`src/rtl/bcd_digit_packer.sv`:
```
// bcd_digit_packer: packs a stream of BCD digits into NUM_DIGITS-wide words.
// The first digit accepted becomes the most significant nibble of the word.
// A flush emits a partial word, zero-padded in its upper nibbles.
//
// Parameters
//   NUM_DIGITS  digits per packed word (2..8)
//
// Ports
//   clk         single clock, rising edge
//   rst         synchronous active-high reset
//   bcd_in      one BCD digit from the upstream stage
//   in_valid    bcd_in is valid this cycle
//   in_ready    packer accepts a digit this cycle (FILL state)
//   flush       emit the partial word held so far
//   packed_out  packed BCD word
//   out_count   number of valid digits in packed_out
//   out_valid   packed_out / out_count are valid (HOLD state)
//   out_ready   downstream consumes the word
//   digit_err   sticky invalid-digit flag (BCD_DIGIT_CHECK_EN only)
//
// Build option
//   BCD_DIGIT_CHECK_EN  when defined, digits above 9 are dropped and
//                       digit_err is raised until rst.
module bcd_digit_packer #(
  parameter int NUM_DIGITS = 4
) (
  input  logic                    clk,
  input  logic                    rst,
  input  logic [3:0]              bcd_in,
  input  logic                    in_valid,
  output logic                    in_ready,
  input  logic                    flush,
  output logic [4*NUM_DIGITS-1:0] packed_out,
  output logic [3:0]              out_count,
  output logic                    out_valid,
  input  logic                    out_ready
`ifdef BCD_DIGIT_CHECK_EN
  ,
  output logic                    digit_err
`endif
);

  localparam int W = 4 * NUM_DIGITS;
  localparam logic [3:0] FULL = 4'(NUM_DIGITS);

  typedef enum logic {
    FILL,
    HOLD
  } state_t;

  state_t state;

  logic         bad;
  logic         take;
  logic [3:0]   cnt_nxt;
  logic [W-1:0] acc_nxt;
  logic         go_hold;

  // packed_out doubles as the accumulator, so a held word is stable
  // simply because nothing shifts while in HOLD.
  always_comb begin
    bad = 1'b0;
`ifdef BCD_DIGIT_CHECK_EN
    bad = (bcd_in > 4'd9);
`endif
    take    = in_valid && in_ready && !bad;
    cnt_nxt = out_count + {3'b000, take};
    acc_nxt = packed_out;
    if (take) begin
      acc_nxt = {packed_out[W-5:0], bcd_in};
    end
    // A flush with a rejected digit still uses the existing count.
    go_hold = (cnt_nxt == FULL) || (flush && (cnt_nxt != 4'd0));
  end

  always_ff @(posedge clk) begin
    if (rst) begin
      state      <= FILL;
      packed_out <= '0;
      out_count  <= 4'd0;
      out_valid  <= 1'b0;
      in_ready   <= 1'b1;
    end else begin
      unique case (state)
        FILL: begin
          packed_out <= acc_nxt;
          out_count  <= cnt_nxt;
          if (go_hold) begin
            state     <= HOLD;
            out_valid <= 1'b1;
            in_ready  <= 1'b0;
          end
        end
        HOLD: begin
          if (out_ready) begin
            state      <= FILL;
            packed_out <= '0;
            out_count  <= 4'd0;
            out_valid  <= 1'b0;
            in_ready   <= 1'b1;
          end
        end
      endcase
    end
  end

`ifdef BCD_DIGIT_CHECK_EN
  always_ff @(posedge clk) begin
    if (rst) begin
      digit_err <= 1'b0;
    end else if (in_valid && in_ready && bad) begin
      digit_err <= 1'b1;
    end
  end
`endif

endmodule

```
`config.mk`:
```
export PLATFORM = sky130hd
export DESIGN_NAME = bcd_digit_packer
export DESIGN_NICKNAME = d
export VERILOG_FILES = /design/src/rtl/bcd_digit_packer.sv
export SDC_FILE = /design/constraint.sdc
export NUM_CORES = 1
export LEC_CHECK = 0
export CORE_MARGIN = 2
export CORE_UTILIZATION = 41
export CTS_BUF_LIST = sky130_fd_sc_hd__clkbuf_8
export DETAILED_ROUTE_END_ITERATION = 10
export PLACE_DENSITY = 0.76
export SLEW_MARGIN = 15
export SYNTH_ARGS = -nofsm -noshare
export SYNTH_HDL_FRONTEND = slang
export SYNTH_SLANG_ARGS = --single-unit
```
`constraint.sdc`:
```
create_clock -name clk -period 1.9 [get_ports clk]
set_clock_uncertainty 0.15 [all_clocks]
set_input_delay 0.38 -clock clk [delete_from_list [all_inputs] [get_ports clk]]
set_output_delay 0.38 -clock clk [all_outputs]
set_load 0.005 [all_outputs]
```
==> results of run 1 <==
power by group through the flow:
stage	registers [mW]	clock network, mW	logic, mW
final	0.576	0.284	0.490
after global placement	0.580	0	0.432
after global routing	0.584	0.307	0.543
after floorplan	0.590	0	0.226
after CTS	0.576	0.292	0.478
after detailed placement	0.582	0	0.443
sequential cells by signal (all words and copies together), names as in the netlist:
register and flops:
out_valid 1, in_ready 1, out_count 4, state 1
packed_out 16
layer usage:
layer	track usage (%)	up-vias	part of all wire [%]
met5	0	-	0
met4	4.05	0	0
met3	4.68	0	7.4
met2	28.6	26	47
met1	21.9	372	45
li1	-	409	-
cell type report:
cell class / instances / area, sq um / share of cell area, %
multi-input combinational: 64 / 447 / 32.2
clock buffer: 3 / 41.3 / 2.98
timing repair buffer: 41 / 395 / 28.5
tap: 28 / 35.0 / 2.53
sequential: 23 / 460 / 33.2
clock inverter: 1 / 3.75 / 0.271
inverter: 1 / 3.75 / 0.271
worst min-delay path, stage by stage (launching register included):
cell	delay, ps
dfxtp_1	320
nand2_1	60
nand2_1	50
timing repair:
action                     CTS  global route
resized for setup            8             3
setup endpoints to repair    3             3
pin swaps                    1             2
buffers inserted             0             1
Yosys cell counts (all sizes together), types with 3 or more instances:
library cell	instances	area, sq um
dfxtp	23	460
nor2	18	67.6
a22oi	16	120
a21oi	4	31.3
clkbuf	4	15.0
nand2	4	15.0
nand2b	3	18.8
kinds of logic (layout without fill, tap and decap cells):
logic type | after synthesis | after routing
compound gates | 24 | 24
xor+xnor | 2 | 2
buf+inv | 7 | 46
mux | 2 | 2
simple gates | 34 | 34
flops | 23 | 23
fa+ha+maj | 2 | 2
worst paths after layout:
kind | start | to | slack (ps) | cells after the start
max reg2reg | in_ready | in_ready | 90 | 7
max | in_ready | in_ready | 90 | 7
min reg2reg | out_valid | out_valid | 310 | 2
min | out_valid | out_valid | 310 | 2
through the flow:
step	instances	TNS, ps	setup WS, ps	hold WS, ps
6_report	161	0	94.0	309
2_1_floorplan	94	0	42.6	289
5_1_grt	161	-14.3	-14.3	358
3_3_place_gp	156	-1530	-442	292
3_5_place_dp	156	-1850	-547	302
4_1_cts	160	0	65.2	315
==> reports/qor.yml, run 1 <==
switching_share_pct: 29.1
synth-xor-area-share_pct: 1.93
vias: 807
ys_seq_area_share_pct: 50.8
wl_per_cell_microns: 12.4
clockPowerShare_pct: 21.0
async_flop_share_pct: 0
ant_nets: 0
place.gp.congestion: 0.782
antenna_cells: 0
cts-root-buf: "clkbuf_8"
clock_latency_ps: 250
finalHoldViolCount: 0
drt-total-wl_microns: 2000
ios: 31
internal_power_mw: 0.957
p_per_area_mw_per_mm2: 974
gr-usage-all-layers_pct: 17.1
fillCellCount: 181
antenna_found_initial: 0
drtIter0Drc: 18
die_y_microns: 51.0
final_cell_mix: "29 x clkdlybuf4s50_1, 23 x dfxtp_1, 18 x nor2_1"
cts_tree: "yes"
numCtsBuffers: 3
ir_worst_vdd_mv: 0.653
grt_pass1_vias: 784
viasPerCell: 5.01
path_class: "flop to flop"
slew_viol_final: 0
synth_area_per_cell_sq_um: 9.65
design_area_sq_mm: 0.00139
rsz0062_at_grt: "true"
drc: 0
finish.net_count: 145
area_growth_syn_to_layout_pct: 52.8
yosys_register_bits: 23
ys_warn_count: 0
crit_required_ps: 1950
max_freq_mhz: 554
first_pass_iters: 4
leakagePower_nw: 0.526
grt_pass1_wl_microns: 3440
grt_max_degree: 17
synth_nets: 105
cts.path.max_buffers: 2
post_dp_cell_area_sq_mm: 0.00129
status: "finished clean"
slew_headroom_pct: 84.5
drive_above_1_share_pct: 15.8
cpPeakStageDelay_ps: 320
die_w_microns: 51.0
synth_top_family_by_area: "compound AO/OA/AOI/OAI gates"
path_clk_slew_ps: 70
synth-simple-area-share_pct: 17.8
pwr-share-seq_pct: 42.7
hp-class: "flop to flop"
syn_area_sq_um: 907
p_sw_mw: 0.393
clock-sinks: 23
io_buffers: 30
gr-total-overflow: 0
cpMaxStageDelayCell: "dfxtp_1"
start_util_pct: 42.2
synth_edf_count: 0
synth_cells: 94
post-route-util_pct: 64.5
layout_commonest_cell: "clkdlybuf4s50_1"
end_kind: "flop"
hpwlAfterDp_microns: 1430
period_needed_ps: 1810
core-area_sq_mm: 0.00215
worst_slew_pin_slew_ps: 225
synthDistinctLibCells: 23
cp_max_fo: 3
yosys.area_share.adder_pct: 2.76
die-area_sq_mm: 0.00260
cts_hold_buffers: 0
min_period_over_period_pct: 95.1
synth_compound_area_share_pct: 20.0
crit_arrival_ps: 1850
totalPowerFinal_mw: 1.35
maxCapViolCount: 0
crit_buf_inv: 0
critPathTopFamily: "adder cells"
num_rows: 17
htree_levels: 1
path_cells: "and2_4 -> ha_4 -> ha_4 -> nor3_2 -> mux2i_1 -> mux2i_1 -> a21boi_2"
setup_viol: 0
synthMuxAreaShare_pct: 2.21
yosys_most_used_dff: "dfxtp_1"
startpoint_type: "flop"
pwr-share-comb_pct: 36.3
Note: power is estimated with default switching activity, not from simulation.
==> run 2: changes to the inputs <==
Settings changed: ABC_AREA from default to 1, CORE_UTILIZATION 41 to 42.
==> run 2 against run 1 <==
  * Hold slack gained 27 ps
  * Synthesized area grew 8.1%
  * Sequential power grew 7.5%
  * Combinational power grew 22%
  * Core utilization shrank 2.3 points
  * Largest cell class is now multi-input gates
  * Highest routed layer is now met4
==> reports/qor.yml, run 2 <==
numCtsBuffers: 3  # unchanged
period_needed_ps: 1850  # was 1810 ps
path_clk_slew_ps: 80  # was 70 ps
antenna_cells: 0  # unchanged
drtIter0Drc: 8  # was 18
finalHoldViolCount: 0  # unchanged
grt_pass1_vias: 903  # was 784
die_w_microns: 52.3  # was 51.0 microns
reg_top3: "packed_out: 16 flops, out_count: 4 flops"  # unchanged
async_flop_share_pct: 0  # unchanged
synth_edf_count: 0  # unchanged
drc: 0  # unchanged
end_kind: "output port"  # was flop
path_depth: 1  # was 7
place.gp.congestion: 0.895  # was 0.782
ant_nets: 0  # unchanged
vias: 969  # was 807
critPathTopFamily: "buffers and inverters"  # was adder cells
synth_area_leader_cell: "dfxtp_1"  # unchanged
synth_cells: 121  # was 94
p_per_area_mw_per_mm2: 1110  # was 974 mW/mm^2
drt-total-wl_microns: 2430  # was 2000 microns
holdWs_ps: 336  # was 309 ps
seqCellArea_sq_um: 460  # unchanged
synth_common_cells: "35 x nand3_1, 23 x dfxtp_1, 21 x a21oi_1"  # was 23 x dfxtp_1, 18 x nor2_1, 16 x a22oi_1
hp-class: "flop to flop"  # unchanged
startpoint_type: "flop"  # unchanged
regToRegStartpoint: "in_ready"  # unchanged
io_buffers: 30  # unchanged
clock-sinks: 23  # unchanged
ir_worst_vdd_mv: 0.678  # was 0.653 mV
fillCellCount: 211  # was 181
grtUsageMet2_pct: 31.5  # was 28.6%
post-route-util_pct: 62.3  # was 64.5%
yosys_register_bits: 23  # unchanged
totalPowerFinal_mw: 1.52  # was 1.35 mW
leakagePower_nw: 0.491  # was 0.526 nW
use_met3_pct: 6.29  # was 4.68%
post-place-cells: 177  # was 156
maxCapViolCount: 0  # unchanged
ios: 31  # unchanged
top_register: "packed_out"  # unchanged
slew_viol_final: 0  # unchanged
crit_required_ps: 1370  # was 1950 ps
hp-start: "packed_out[12]"  # was out_valid
first_pass_iters: 4  # unchanged
post_cts_buffers: 0  # unchanged
grt_pass1_wl_microns: 3970  # was 3440 microns
cts.path.max_buffers: 2  # unchanged
multi_input_area_sq_um: 472  # was 447 sq um
grt_busiest_layer: "met2"  # unchanged
drive_above_1_share_pct: 13.7  # was 15.8%
wl_per_cell_microns: 13.4  # was 12.4 microns
max_freq_mhz: 541  # was 554 MHz
finish.net_count: 165  # was 145
crit_start: "out_count[1]"  # was in_ready
path_cells: "clkdlybuf4s50_1"  # was and2_4 -> ha_4 -> ha_4 -> nor3_2 -> mux2i_1 -> mux2i_1 -> a21boi_2
grt_max_degree: 24  # was 17
instances_no_fill: 181  # was 161
crit_buf_inv: 1  # was 0
min_period_over_period_pct: 97.3  # was 95.1%
antenna_found_initial: 0  # unchanged
final_cell_mix: "35 x nand3_1, 30 x clkdlybuf4s50_1, 23 x dfxtp_1"  # was 29 x clkdlybuf4s50_1, 23 x dfxtp_1, 18 x nor2_1
die_y_microns: 52.3  # was 51.0 microns
htree_levels: 1  # unchanged
hpwlAfterDp_microns: 1620  # was 1430 microns
gr-usage-all-layers_pct: 19.7  # was 17.1%
layout_commonest_cell: "nand3_1"  # was clkdlybuf4s50_1
worst_slew_pin_slew_ps: 363  # was 225 ps
cpMaxStageDelayCell: "clkdlybuf4s50_1"  # was dfxtp_1
start_util_pct: 44.3  # was 42.2%
cp_max_fo: 6  # was 3
synth_nets: 132  # was 105
largest_reg_flops: 16  # unchanged
ff2ff_path_depth: 11  # was 7
gr-total-overflow: 0  # unchanged
core-area_sq_mm: 0.00221  # was 0.00215 sq mm
cts-root-buf: "clkbuf_8"  # unchanged
synth_top_area_share_pct: 46.9  # was 50.8%
crit_arrival_ps: 1320  # was 1850 ps
rsz0062_at_grt: "false"  # was true
status: "finished clean"  # unchanged
cts_tree: "yes"  # unchanged
area_growth_syn_to_layout_pct: 40.4  # was 52.8%
clock_latency_ps: 270  # was 250 ps
slew_headroom_pct: 75.8  # was 84.5%
syn_area_sq_um: 981  # was 907 sq um
met1_usage_pct: 24.6  # was 21.9%
viasPerCell: 5.35  # was 5.01
path_class: "flop to output port"  # was flop to flop
ys_warn_count: 0  # unchanged
synth.area.top_cells: "dfxtp_1 47%, nand3_1 18%, a21oi_1 11%, nand2_1 5.4%, ha_1 2.6%"  # was dfxtp_1 51%, a22oi_1 13%, nor2_1 7.4%, ha_1 2.8%, buf_6 2.5%
ys_seq_area_share_pct: 46.9  # was 50.8%
num_rows: 17  # unchanged
setup_viol: 0  # unchanged
synth_area_per_cell_sq_um: 8.11  # was 9.65 sq um
yosys_most_used_dff: "dfxtp_1"  # unchanged
synthDistinctLibCells: 19  # was 23
worstHoldPathCells: 2  # unchanged
synth.most_common_cell: "nand3_1"  # was dfxtp_1
cts_hold_buffers: 0  # unchanged
cpPeakStageDelay_ps: 560  # was 320 ps
die-area_sq_mm: 0.00274  # was 0.00260 sq mm
-- run 2: cell families (layout without fill, tap and decap cells) --
logic type	Yosys count	in the layout	share of synthesized area, %
and+or+nand+nor	59	59	29.8
adders and majority gates	2	2	2.55
xor gates and xnor gates	1	1	0.893
DFF	23	23	46.9
buffers and inverters	14	46	8.16
AOI/OAI and AO/OA	22	22	11.6
-- run 2: per-stage QoR --
step / TNS, ps / setup slack (ps) / area [sq um]
CTS: 0 / 14.5 / 1350
global placement: -709 / -227 / 1300
detailed placement: -885 / -263 / 1300
finish: 0 / 51.8 / 1380
floorplan: 0 / 14.6 / 986
global route: 0 / 15.4 / 1380
-- run 2: what timing repair did --
action / CTS / global route
hold endpoints to repair: 0 / 0
setup endpoints to repair: 0 / 3
resized for setup: 0 / 4
-- run 2: metal layers --
layer	share of wire, %	wire length, microns	vias to the layer above
li1	-	-	481
met3	5.1	123	5
met5	0	0	-
met2	51	1240	21
met1	43	1040	462
met4	1.2	30	0
-- run 2: final timing paths --
check | end | slack, ps
setup / recovery | out_count[1] | 50
hold / removal | packed_out[12] | 340
hold reg to reg | packed_out[12] | 340
setup reg to reg | in_ready | 340
-- run 2: cell type report --
class	instances	area share, %
Multi-Input combinational cell	84	34.2
Clock inverter	1	0.363
Inverter	7	1.91
Sequential cell	23	33.4
Tap cell	28	2.54
Timing Repair Buffer	35	24.5
Clock buffer	3	3.00
-- run 2: report_power, final --
group / total, mW / internal (mW) / switching, mW
logic: 0.600 / 0.271 / 0.329
registers: 0.619 / 0.552 / 0.0672
clock network: 0.305 / 0.147 / 0.159
total: 1.52 / 0.969 / 0.555
-- run 2: worst min-delay path, cell delays in order (launching register included) --
cell	delay, ps
dfxtp_1	320
nand3_1	70
a21oi_1	50
